<file path="config.mk">
export PLATFORM = sky130hd
export DESIGN_NAME = sparse_mac_pe
export DESIGN_NICKNAME = d
export VERILOG_FILES = /design/src/rtl/sparse_pkg.sv /design/src/rtl/sparse_lane_mult.sv /design/src/rtl/sparse_mac_pe.sv
export SDC_FILE = /design/constraint.sdc
export NUM_CORES = 1
export LEC_CHECK = 0
export ABC_CLOCK_PERIOD_IN_PS = 3100
export CORE_MARGIN = 10
export CORE_UTILIZATION = 45
export CTS_CLUSTER_DIAMETER = 30
export CTS_CLUSTER_SIZE = 24
export DETAILED_ROUTE_END_ITERATION = 8
export PLACE_DENSITY = 0.64
export SLEW_MARGIN = 20
export SYNTH_ARGS = -nofsm -noshare
export SYNTH_HDL_FRONTEND = slang
export SYNTH_SLANG_ARGS = --single-unit
export TNS_END_PERCENT = 30
</file>
<file path="constraint.sdc">
create_clock -name clk -period 3.1 [get_ports clk]
set_input_delay 0.465 -clock clk [delete_from_list [all_inputs] [get_ports clk]]
set_output_delay 0.465 -clock clk [all_outputs]
set_load 0.005 [all_outputs]
</file>
<file path="src/rtl/sparse_pkg.sv">
// Shared types, FSM encoding and saturating adder for the N:M structured-sparse MAC PE.
package sparse_pkg;

  localparam int DATA_WIDTH = 8;
  localparam int SPARSE_M   = 4;
  localparam int SPARSE_N   = 2;
  localparam int ACC_WIDTH  = 24;
  localparam int IDX_WIDTH  = $clog2(SPARSE_M);

  typedef logic        [SPARSE_N*DATA_WIDTH-1:0] wvec_t;
  typedef logic        [SPARSE_N*IDX_WIDTH-1:0]  idx_vec_t;
  typedef logic        [SPARSE_M*DATA_WIDTH-1:0] act_vec_t;
  typedef logic signed [ACC_WIDTH-1:0]           acc_t;

  typedef enum logic {
    ST_ACCUM = 1'b0,
    ST_OUT   = 1'b1
  } state_t;

  // Adds two values and clamps to the signed range of a width-bit accumulator.
  // Callers pass sign-extended operands already inside that range.
  function automatic logic signed [63:0] sat_add(
    input logic signed [63:0] a,
    input logic signed [63:0] b,
    input int                 width = ACC_WIDTH
  );
    logic signed [64:0] s;
    logic signed [64:0] hi;
    logic signed [64:0] lo;
    s  = 65'(a) + 65'(b);
    hi = (65'sd1 <<< (width - 1)) - 65'sd1;
    lo = -(65'sd1 <<< (width - 1));
    if (s > hi) begin
      return hi[63:0];
    end
    if (s < lo) begin
      return lo[63:0];
    end
    return s[63:0];
  endfunction

endpackage

</file>
<file path="src/rtl/sparse_lane_mult.sv">
// One sparse lane: picks the activation addressed by its compressed index and
// multiplies it by the lane weight. Out-of-range indices select zero.
module sparse_lane_mult #(
  parameter int DATA_WIDTH = 8,
  parameter int M          = 4,
  parameter int IDX_WIDTH  = 2
) (
  input  logic [M*DATA_WIDTH-1:0]     act_vec,
  input  logic [IDX_WIDTH-1:0]        idx,
  input  logic signed [DATA_WIDTH-1:0] w,
  output logic signed [2*DATA_WIDTH-1:0] prod
);
  import sparse_pkg::*;

  logic signed [DATA_WIDTH-1:0] act_sel;

  always_comb begin
    act_sel = '0;
    for (int k = 0; k < M; k++) begin
      if (idx == IDX_WIDTH'(k)) begin
        act_sel = act_vec[k*DATA_WIDTH +: DATA_WIDTH];
      end
    end
  end

  assign prod = (2*DATA_WIDTH)'(w) * (2*DATA_WIDTH)'(act_sel);

endmodule

</file>
<file path="src/rtl/sparse_mac_pe.sv">
// N:M structured-sparse MAC processing element: 3-stage pipeline (multiply, reduce,
// accumulate/output). Define SPARSE_MAC_SAT_EN for a saturating accumulator.
module sparse_mac_pe #(
  parameter int DATA_WIDTH = 8,
  parameter int M          = 4,
  parameter int N          = 2,
  parameter int ACC_WIDTH  = 24,
  parameter int CNT_WIDTH  = 16,
  localparam int IDX_WIDTH = (M > 1) ? $clog2(M) : 1
) (
  input  logic                        clk,
  input  logic                        rst_n,
  input  logic                        en,
  input  logic                        in_valid,
  output logic                        in_ready,
  input  logic                        in_last,
  input  logic [N*DATA_WIDTH-1:0]     w_val,
  input  logic [N*IDX_WIDTH-1:0]      w_idx,
  input  logic [M*DATA_WIDTH-1:0]     act_vec,
  output logic                        out_valid,
  input  logic                        out_ready,
  output logic signed [ACC_WIDTH-1:0] out_psum,
  output logic [CNT_WIDTH-1:0]        out_groups
);
  import sparse_pkg::*;

  localparam int PW = 2*DATA_WIDTH;
  localparam int SW = 2*DATA_WIDTH + $clog2(N) + 1;

  if (N < 1 || N > M) begin : g_bad_n
    $error("sparse_mac_pe: N must satisfy 1 <= N <= M");
  end

  function automatic logic signed [ACC_WIDTH-1:0] acc_add(
    input logic signed [ACC_WIDTH-1:0] a,
    input logic signed [ACC_WIDTH-1:0] b
  );
`ifdef SPARSE_MAC_SAT_EN
    logic signed [63:0] r;
    r = sat_add(64'(a), 64'(b), ACC_WIDTH);
    return r[ACC_WIDTH-1:0];
`else
    return a + b;
`endif
  endfunction

  logic stall;
  assign stall    = !en || (out_valid && !out_ready);
  assign in_ready = !stall;

  logic signed [PW-1:0] prod_c [N];

  for (genvar g = 0; g < N; g++) begin : g_lane
    sparse_lane_mult #(
      .DATA_WIDTH (DATA_WIDTH),
      .M          (M),
      .IDX_WIDTH  (IDX_WIDTH)
    ) u_lane (
      .act_vec (act_vec),
      .idx     (w_idx[g*IDX_WIDTH +: IDX_WIDTH]),
      .w       (w_val[g*DATA_WIDTH +: DATA_WIDTH]),
      .prod    (prod_c[g])
    );
  end

  // Stage 1: registered lane products
  logic                 vld_p1;
  logic                 last_p1;
  logic signed [PW-1:0] prod_p1 [N];

  always_ff @(posedge clk or negedge rst_n) begin
    if (!rst_n) begin
      vld_p1  <= 1'b0;
      last_p1 <= 1'b0;
    end else if (!stall) begin
      vld_p1  <= in_valid;
      last_p1 <= in_last;
    end
  end

  always_ff @(posedge clk) begin
    if (!stall && in_valid) begin
      prod_p1 <= prod_c;
    end
  end

  // Stage 2: lane reduction
  logic                 vld_p2;
  logic                 last_p2;
  logic signed [SW-1:0] sum_c;
  logic signed [SW-1:0] sum_p2;

  always_comb begin
    sum_c = '0;
    for (int i = 0; i < N; i++) begin
      sum_c = sum_c + SW'(prod_p1[i]);
    end
  end

  always_ff @(posedge clk or negedge rst_n) begin
    if (!rst_n) begin
      vld_p2  <= 1'b0;
      last_p2 <= 1'b0;
    end else if (!stall) begin
      vld_p2  <= vld_p1;
      last_p2 <= last_p1;
    end
  end

  always_ff @(posedge clk) begin
    if (!stall && vld_p1) begin
      sum_p2 <= sum_c;
    end
  end

  // Stage 3: accumulate and present result
  state_t                      state;
  logic signed [ACC_WIDTH-1:0] acc;
  logic signed [ACC_WIDTH-1:0] sum_ext;
  logic signed [ACC_WIDTH-1:0] acc_nxt;
  logic [CNT_WIDTH-1:0]        cnt;
  logic [CNT_WIDTH-1:0]        cnt_inc;

  assign sum_ext = ACC_WIDTH'(sum_p2);
  assign acc_nxt = acc_add(acc, sum_ext);
  assign cnt_inc = (&cnt) ? cnt : cnt + CNT_WIDTH'(1);

  always_ff @(posedge clk or negedge rst_n) begin
    if (!rst_n) begin
      state      <= ST_ACCUM;
      acc        <= '0;
      cnt        <= '0;
      out_valid  <= 1'b0;
      out_psum   <= '0;
      out_groups <= '0;
    end else if (!stall) begin
      // Not stalled in OUT means the result was taken this cycle.
      unique case (state)
        ST_OUT: begin
          out_valid <= 1'b0;
          state     <= ST_ACCUM;
        end
        default: ;
      endcase
      if (vld_p2) begin
        if (last_p2) begin
          out_psum   <= acc_nxt;
          out_groups <= cnt_inc;
          out_valid  <= 1'b1;
          acc        <= '0;
          cnt        <= '0;
          state      <= ST_OUT;
        end else begin
          acc <= acc_nxt;
          cnt <= cnt_inc;
        end
      end
    end
  end

endmodule

</file>
==> impl_metrics.tcl <==
set metrics [dict create \
    syn2layout_area_growth_pct 27.3 \
    endpoint_kind "flop" \
    worstSetupPathType "input pin to flop" \
    final_cell_mix "inv_1, nand2_1, buf_4, fa_1, dfrtp_1" \
    drc 0 \
    vdd_ir_drop_max_mv 0.597 \
    ys_seq_elements 135 \
    routed-via-count 9311 \
    fillers 2320 \
    postLayoutCellArea_um2 15800 \
    cts_tree "built" \
    gp_routability_congestion 0.866 \
    cts_buffers 17 \
    fmax_ghz 0.211 \
    p_leak_nw 7.21 \
    reg2reg_slack_ps 230 \
    syn_area_um2 12400 \
    status "finished, violations left" \
    ys_seq_area_share_pct 29.2 \
    post-dp-hpwl_um 22200 \
    globalRouteOverflowTotal 0 \
    reg2reg_to "out_psum[16]" \
    first_pass_iters 5 \
    critPathMaxFanout 4 \
    power_density_nw_per_um2 1110 \
    ios 100 \
    grt_max_degree 57 \
    syn_inst 1254 \
    n_antenna_cell 0 \
    syn_area_per_cell_um2 9.89 \
    ys_warn_count 0 \
    worstMarginPinSlew_ps 728 \
    syn-num-nets 1522 \
    cp.arrival_ps 4900 \
    grt_first_pass_wirelength_um 46000 \
    layout_setup_ws_ps -1650 \
    finalNonFillerCells 1833 \
    die_height_um 186 \
    synth_area_leaders "fa_1, dfrtp_1, edfxtp_1, ha_1, inv_1" \
    cts_hold_buf 0 \
    synth_enable_flop_cells 49 \
    die_area_um2 34600 \
    rsz0062_at_grt "yes" \
    htree_levels 4 \
    core_area_um2 27000 \
    rows 60 \
    wl_per_cell_um 15.1 \
    cts_buffer_depth 2 \
    die_w_um 186 \
    dp_cells 1769 \
    routed_via_density 5.08 \
    finalWirelength_um 27700 \
    nNetsFinal 1747 \
    async_flop_share_pct 63.7 \
    final_common_cell "inv_1" \
    hold_path_class "input pin to async pin" \
    clk_pin_slew_ps 60 \
    yosysTopAreaCell "fa_1" \
    hold_violations 0 \
    clk_latency_ps 420 \
    synth_ff_type "dfrtp_1" \
    drt_iter0_drc 367 \
    ys_types 67 \
    cts_root_buffer "clkbuf_16" \
    start_kind "input pin" \
    io_buffers 99 \
    post-route-util_pct 58.4 \
    violations "negative setup slack" \
    worstPathRequired_ps 3250 \
    timing.hold.ws_ps 92.9 \
    min_period_ps 4750 \
    grt_util_all_layers_pct 16.3 \
    slew_headroom_pct 51.4 \
    placed_area_um2 14600 \
    initial_core_util_pct 45.9 \
    r2r_start "sum_p2[0]" \
    detail-route-antenna-nets 0 \
    slew_viol_final 0 \
    antenna_found_initial 0 \
    fin_skew_ps 8.58 \
    synth_top_area_share_pct 18.1 \
    drive_gt1_share_pct 22.6 \
    crit_start "act_vec[13]" \
    maxCapViolCount 0 \
    worstRegToRegCells 9 \
    post-route-period-util_pct 153 \
    cts.sinks 135 \
    setup_violations 24 \
    first_global_vias 9672 \
]
[registers in the layout, indices dropped and copies added, names as in the netlist, 16 cells and up]
register	cells
prod_p1	32
acc	24
out_psum	24
sum_p2	17
cnt	16
out_groups	16
[layout make-up]
type	count	area (µm²)	share of cell area, %
Inverter	172	646	4.09
Multi-Input combinational cell	914	8400	53.2
Timing Repair Buffer	239	2060	13.0
Clock inverter	14	205	1.30
Clock buffer	18	429	2.72
Sequential cell	135	3620	23.0
Tap cell	341	427	2.70
[layer usage]
layer / routed length (µm) / vias up / part of all wire [%] / GRT usage [%]
met3: 1320 / 24 / 4.8 / 3.49
li1: - / 4641 / - / -
met4: 329 / 0 / 1.2 / 3.29
met5: 0 / - / 0 / 0
met1: 12200 / 4455 / 44 / 19.9
met2: 13800 / 191 / 50 / 28.9
[Yosys cell counts, drive strengths merged (8+ instances only)]
library cell	count
a21o	19
a21oi	53
a22o	18
and2	87
and3	10
buf	8
clkbuf	25
dfrtp	86
edfxtp	49
fa	112
ha	98
inv	172
mux2	17
mux2i	12
mux4	14
nand2	133
nand3	13
nand4	8
nor2	70
nor3	15
o211ai	8
o21a	11
o21ai	60
xnor2	61
xor2	14
[through the flow]
| stage | setup WS, ps | power (mW) | setup TNS [ps] |
|---|---|---|---|
| floorplan | -1970 | 11.0 | -30750 |
| global placement | -2540 | 14.3 | -49790 |
| detailed placement | -2630 | 14.5 | -51060 |
| CTS | -1710 | 17.2 | -29250 |
| global route | -1800 | 19.2 | -29310 |
| finish | -1650 | 17.5 | -26870 |
[kinds of logic (layout without fill, tap and decap cells)]
logic type / Yosys count / after routing / synth area share (%)
buffers and inverters: 205 / 443 / 6.42
adders and majority gates: 210 / 210 / 28.0
muxes: 43 / 43 / 5.05
xor gates and xnor gates: 75 / 75 / 5.30
AOI/OAI and AO/OA: 212 / 212 / 10.9
DFF: 135 / 135 / 29.2
and+or+nand+nor: 374 / 374 / 15.1
[how the worst max path moves through the flow]
stage	slack [ps]	end	cells after the start
4_1_cts	-1710	prod_p1[15]	20
6_report	-1650	prod_p1[14]	19
5_1_grt	-1800	prod_p1[15]	19
3_5_place_dp	-2630	prod_p1[30]	21
3_3_place_gp	-2540	prod_p1[31]	18
2_1_floorplan	-1970	prod_p1[31]	17
[critical path, cell delays in order]
cell           delay [ps]
dlygate4sd2_1         250
mux4_2                540
buf_6                 160
buf_6                 110
nand2_4                60
fa_1                  440
fa_1                  570
inv_2                  50
fa_1                  480
inv_1                  50
fa_1                  490
inv_2                  50
ha_4                  280
o21ai_4                60
a21boi_2              170
o21ai_2                80
a211o_1               310
mux2i_1               170
o2111ai_1             120
[power by group]
part | internal [mW] | leakage [nW] | total [mW] | switching [mW]
clock network | 1.42 | 0.307 | 2.15 | 0.728
logic | 6.04 | 5.35 | 12.0 | 5.97
registers | 2.93 | 1.56 | 3.33 | 0.397
[timing repair]
action | CTS | global route
setup endpoints to repair | 26 | 24
pin swaps | 56 | 51
resized for setup | 110 | 96
buffers inserted | 24 | 10
No activity file was read; power rests on OpenSTA's default activity.
==> RTL edit: new RTL, same flow settings <==
Build with the macro `SPARSE_MAC_SAT_EN` defined.
--- a/src/rtl/sparse_mac_pe.sv
+++ b/src/rtl/sparse_mac_pe.sv
@@ -1,5 +1,7 @@
 // N:M structured-sparse MAC processing element: 3-stage pipeline (multiply, reduce,
 // accumulate/output). Define SPARSE_MAC_SAT_EN for a saturating accumulator.
+`define SPARSE_MAC_SAT_EN
+
 module sparse_mac_pe #(
   parameter int DATA_WIDTH = 8,
   parameter int M          = 4,
Function: not settled (the Yosys comparison gave no result); the edit may change what the design does.
==> RTL edit against the unedited design <==
Wire length increased by 9.8%; area after synthesis increased by 3.7%; global-route usage increased by 0.76 points; largest cell class unchanged; combinational power increased by 17%; count of clock-buffer cells in the layout increased by 1; cell area increased by 3.9%; the flow still finishes with violations (setup timing); setup slack improved by 0.17 ns; power increased by 11%; clock power decreased by 11%; sequential cell count unchanged.
==> RTL edit: results (changes against the unedited design) <==
outcome=complete, but fails checks; violated checks=setup timing; fill cell total of the finished layout=2391 (+3.1%); total clock buffers created by CTS=17 (unchanged); Switching Power=8.49 mW (+20%); layout cells sized above 1=24.1% (+1.5 points); number of different library cells in the post-synthesis netlist=65 (-3.0%); count of routing violations after the opening detailed-route iteration=524 (+43%); kind of cell adding the most delay to the critical path=adder cells; final wirelength=30.4 mm (+9.8%); GRT Total Usage=17.1% (+0.76 points); detailed-route DRC error count=0 (unchanged); leak pwr=7.18 nW (-0.50%); count of TritonRoute iterations in the first routing pass=5 (unchanged); Setup Viol. Count Final=23 (-4.2%); worst reg2reg path startpoint=sum_p2[2]; setup skew after layout=0.0163 ns (+0.00776 ns); maximum fanout count along the critical path=5 (+1); port bufs=99 (unchanged); post-synthesis async set-or-reset flop share=63.7% (unchanged); quantity of gates resized following cts=135 (+23%); largest registers ranked by flip-flop count=prod_p1: 32 flops, acc: 24 flops, out_psum: 24 flops; per-cell via count in the routed design=5.25 (+3.4%); Post-synth EDFFs=49 (unchanged); setup_tns=-24.91 ns (+1.96 ns); largest cells by area after synthesis=sky130_fd_sc_hd__fa_1 17%, sky130_fd_sc_hd__dfrtp_1 17%, sky130_fd_sc_hd__edfxtp_1 11%; fin worst setup slack=-1.47 ns (+0.171 ns); maximum number of pins on one net before global-route repair=55 (-3.5%); Layout Nets=1810 (+3.6%); reg-to-reg endpoint=out_psum[22]; first-pass GRT wire length=51.3 mm (+12%); Worst-Skew Late Latency=0.43 ns; commonest cells in the netlist=183 x sky130_fd_sc_hd__inv_1, 135 x sky130_fd_sc_hd__nand2_1, 112 x sky130_fd_sc_hd__fa_1; number of global-route vias before repair=10469 (+8.2%); Setup Buffers After CTS=20 (-17%); sequential-to-total area share from yosys stat=28.2% (-1.0 points); Detailed Place HPWL=23.6 mm (+6.4%); worst voltage drop across the vdd grid=578 uV (-3.2%); syn_nets=1606 (+5.5%); final weighted congestion of routability-driven global placement=0.878 (+1.4%); flop-to-flop setup slack=0.16 ns (-0.07 ns); max-slew headroom at the worst pin=51.6% (+0.19 points); Clock Tree Root=sky130_fd_sc_hd__clkbuf_16; Post-Place Worst Slack=-2.43 ns (+0.206 ns); worst-path cell with the longest stage delay=sky130_fd_sc_hd__mux4_2
RTL edit: changes by cell type in the layout (fill, tap and decap cells not counted), sizes merged, moves of 8 or more:
cell and change:
a32oi +20, xnor2 -8, inv +17, a21o -10
mux2 -11, buf -11, a22oi +15, nand3 +12
a22o -18, o21ai +9, nor2 -10, o211ai +31
a21oi +8, o21a -8
RTL edit: cell type report:
cell class                      count  area (um^2)  share of cell area (%)
Clock buffer                       19          433                    2.64
Multi-Input combinational cell    976         9080                    55.3
Timing Repair Buffer              228         1990                    12.1
Sequential cell                   135         3620                    22.1
Inverter                          183          692                    4.22
Clock inverter                     13          120                   0.732
Tap cell                          378          473                    2.88
RTL edit: logic make-up after synthesis:
| logic type | Yosys count | share of synthesized area (%) |
|---|---|---|
| buffers and inverters | 226 | 6.82 |
| and+or+nand+nor | 388 | 14.8 |
| AOI/OAI and AO/OA | 273 | 14.2 |
| adders and majority gates | 211 | 27.1 |
| muxes | 31 | 3.93 |
| xor gates and xnor gates | 73 | 4.97 |
| DFF | 135 | 28.2 |
RTL edit: how the worst max path moves through the flow:
stage                     cells past startpoint      from           to
after CTS                                    19  w_idx[0]  prod_p1[30]
after global routing                         20  w_idx[2]  prod_p1[15]
after floorplan                              19  w_idx[3]  prod_p1[14]
after detailed placement                     22  w_idx[2]  prod_p1[15]
after global placement                       22  w_idx[2]  prod_p1[15]
final                                        20  w_idx[2]  prod_p1[14]
RTL edit: per-stage QoR:
| stage | utilization [%] | hold slack (ns) | power [mW] | instance area [um^2] | cells |
|---|---|---|---|---|---|
| final | 58.6 | 0.103 | 19.4 | 16400 | 1932 |
| after CTS | 57.7 | 0.125 | 18.5 | 16200 | 1926 |
| after detailed placement | 54.3 | 0.469 | 15.9 | 15200 | 1873 |
| after global placement | 54.3 | 0.462 | 15.6 | 15200 | 1873 |
| after floorplan | - | 0.169 | 12.2 | 13200 | 1337 |
| after global routing | 58.6 | 0.160 | 21.2 | 16400 | 1932 |
RTL edit: metal layers:
layer | up-vias | GRT usage (%) | share of wire (%)
li1 | 4978 | - | -
met1 | 4943 | 21.9 | 45
met2 | 199 | 29.6 | 50
met3 | 27 | 2.26 | 3.4
met4 | 0 | 4.73 | 1.3
met5 | - | 0 | 0
RTL edit: power by group through the flow:
| stage | sequential [mW] | clock, mW | combinational (mW) |
|---|---|---|---|
| finish | 3.40 | 1.92 | 14.1 |
| global route | 3.48 | 2.03 | 15.7 |
| CTS | 3.40 | 1.95 | 13.1 |
| floorplan | 3.26 | 0 | 8.92 |
| detailed placement | 3.42 | 0 | 12.5 |
| global placement | 3.42 | 0 | 12.2 |
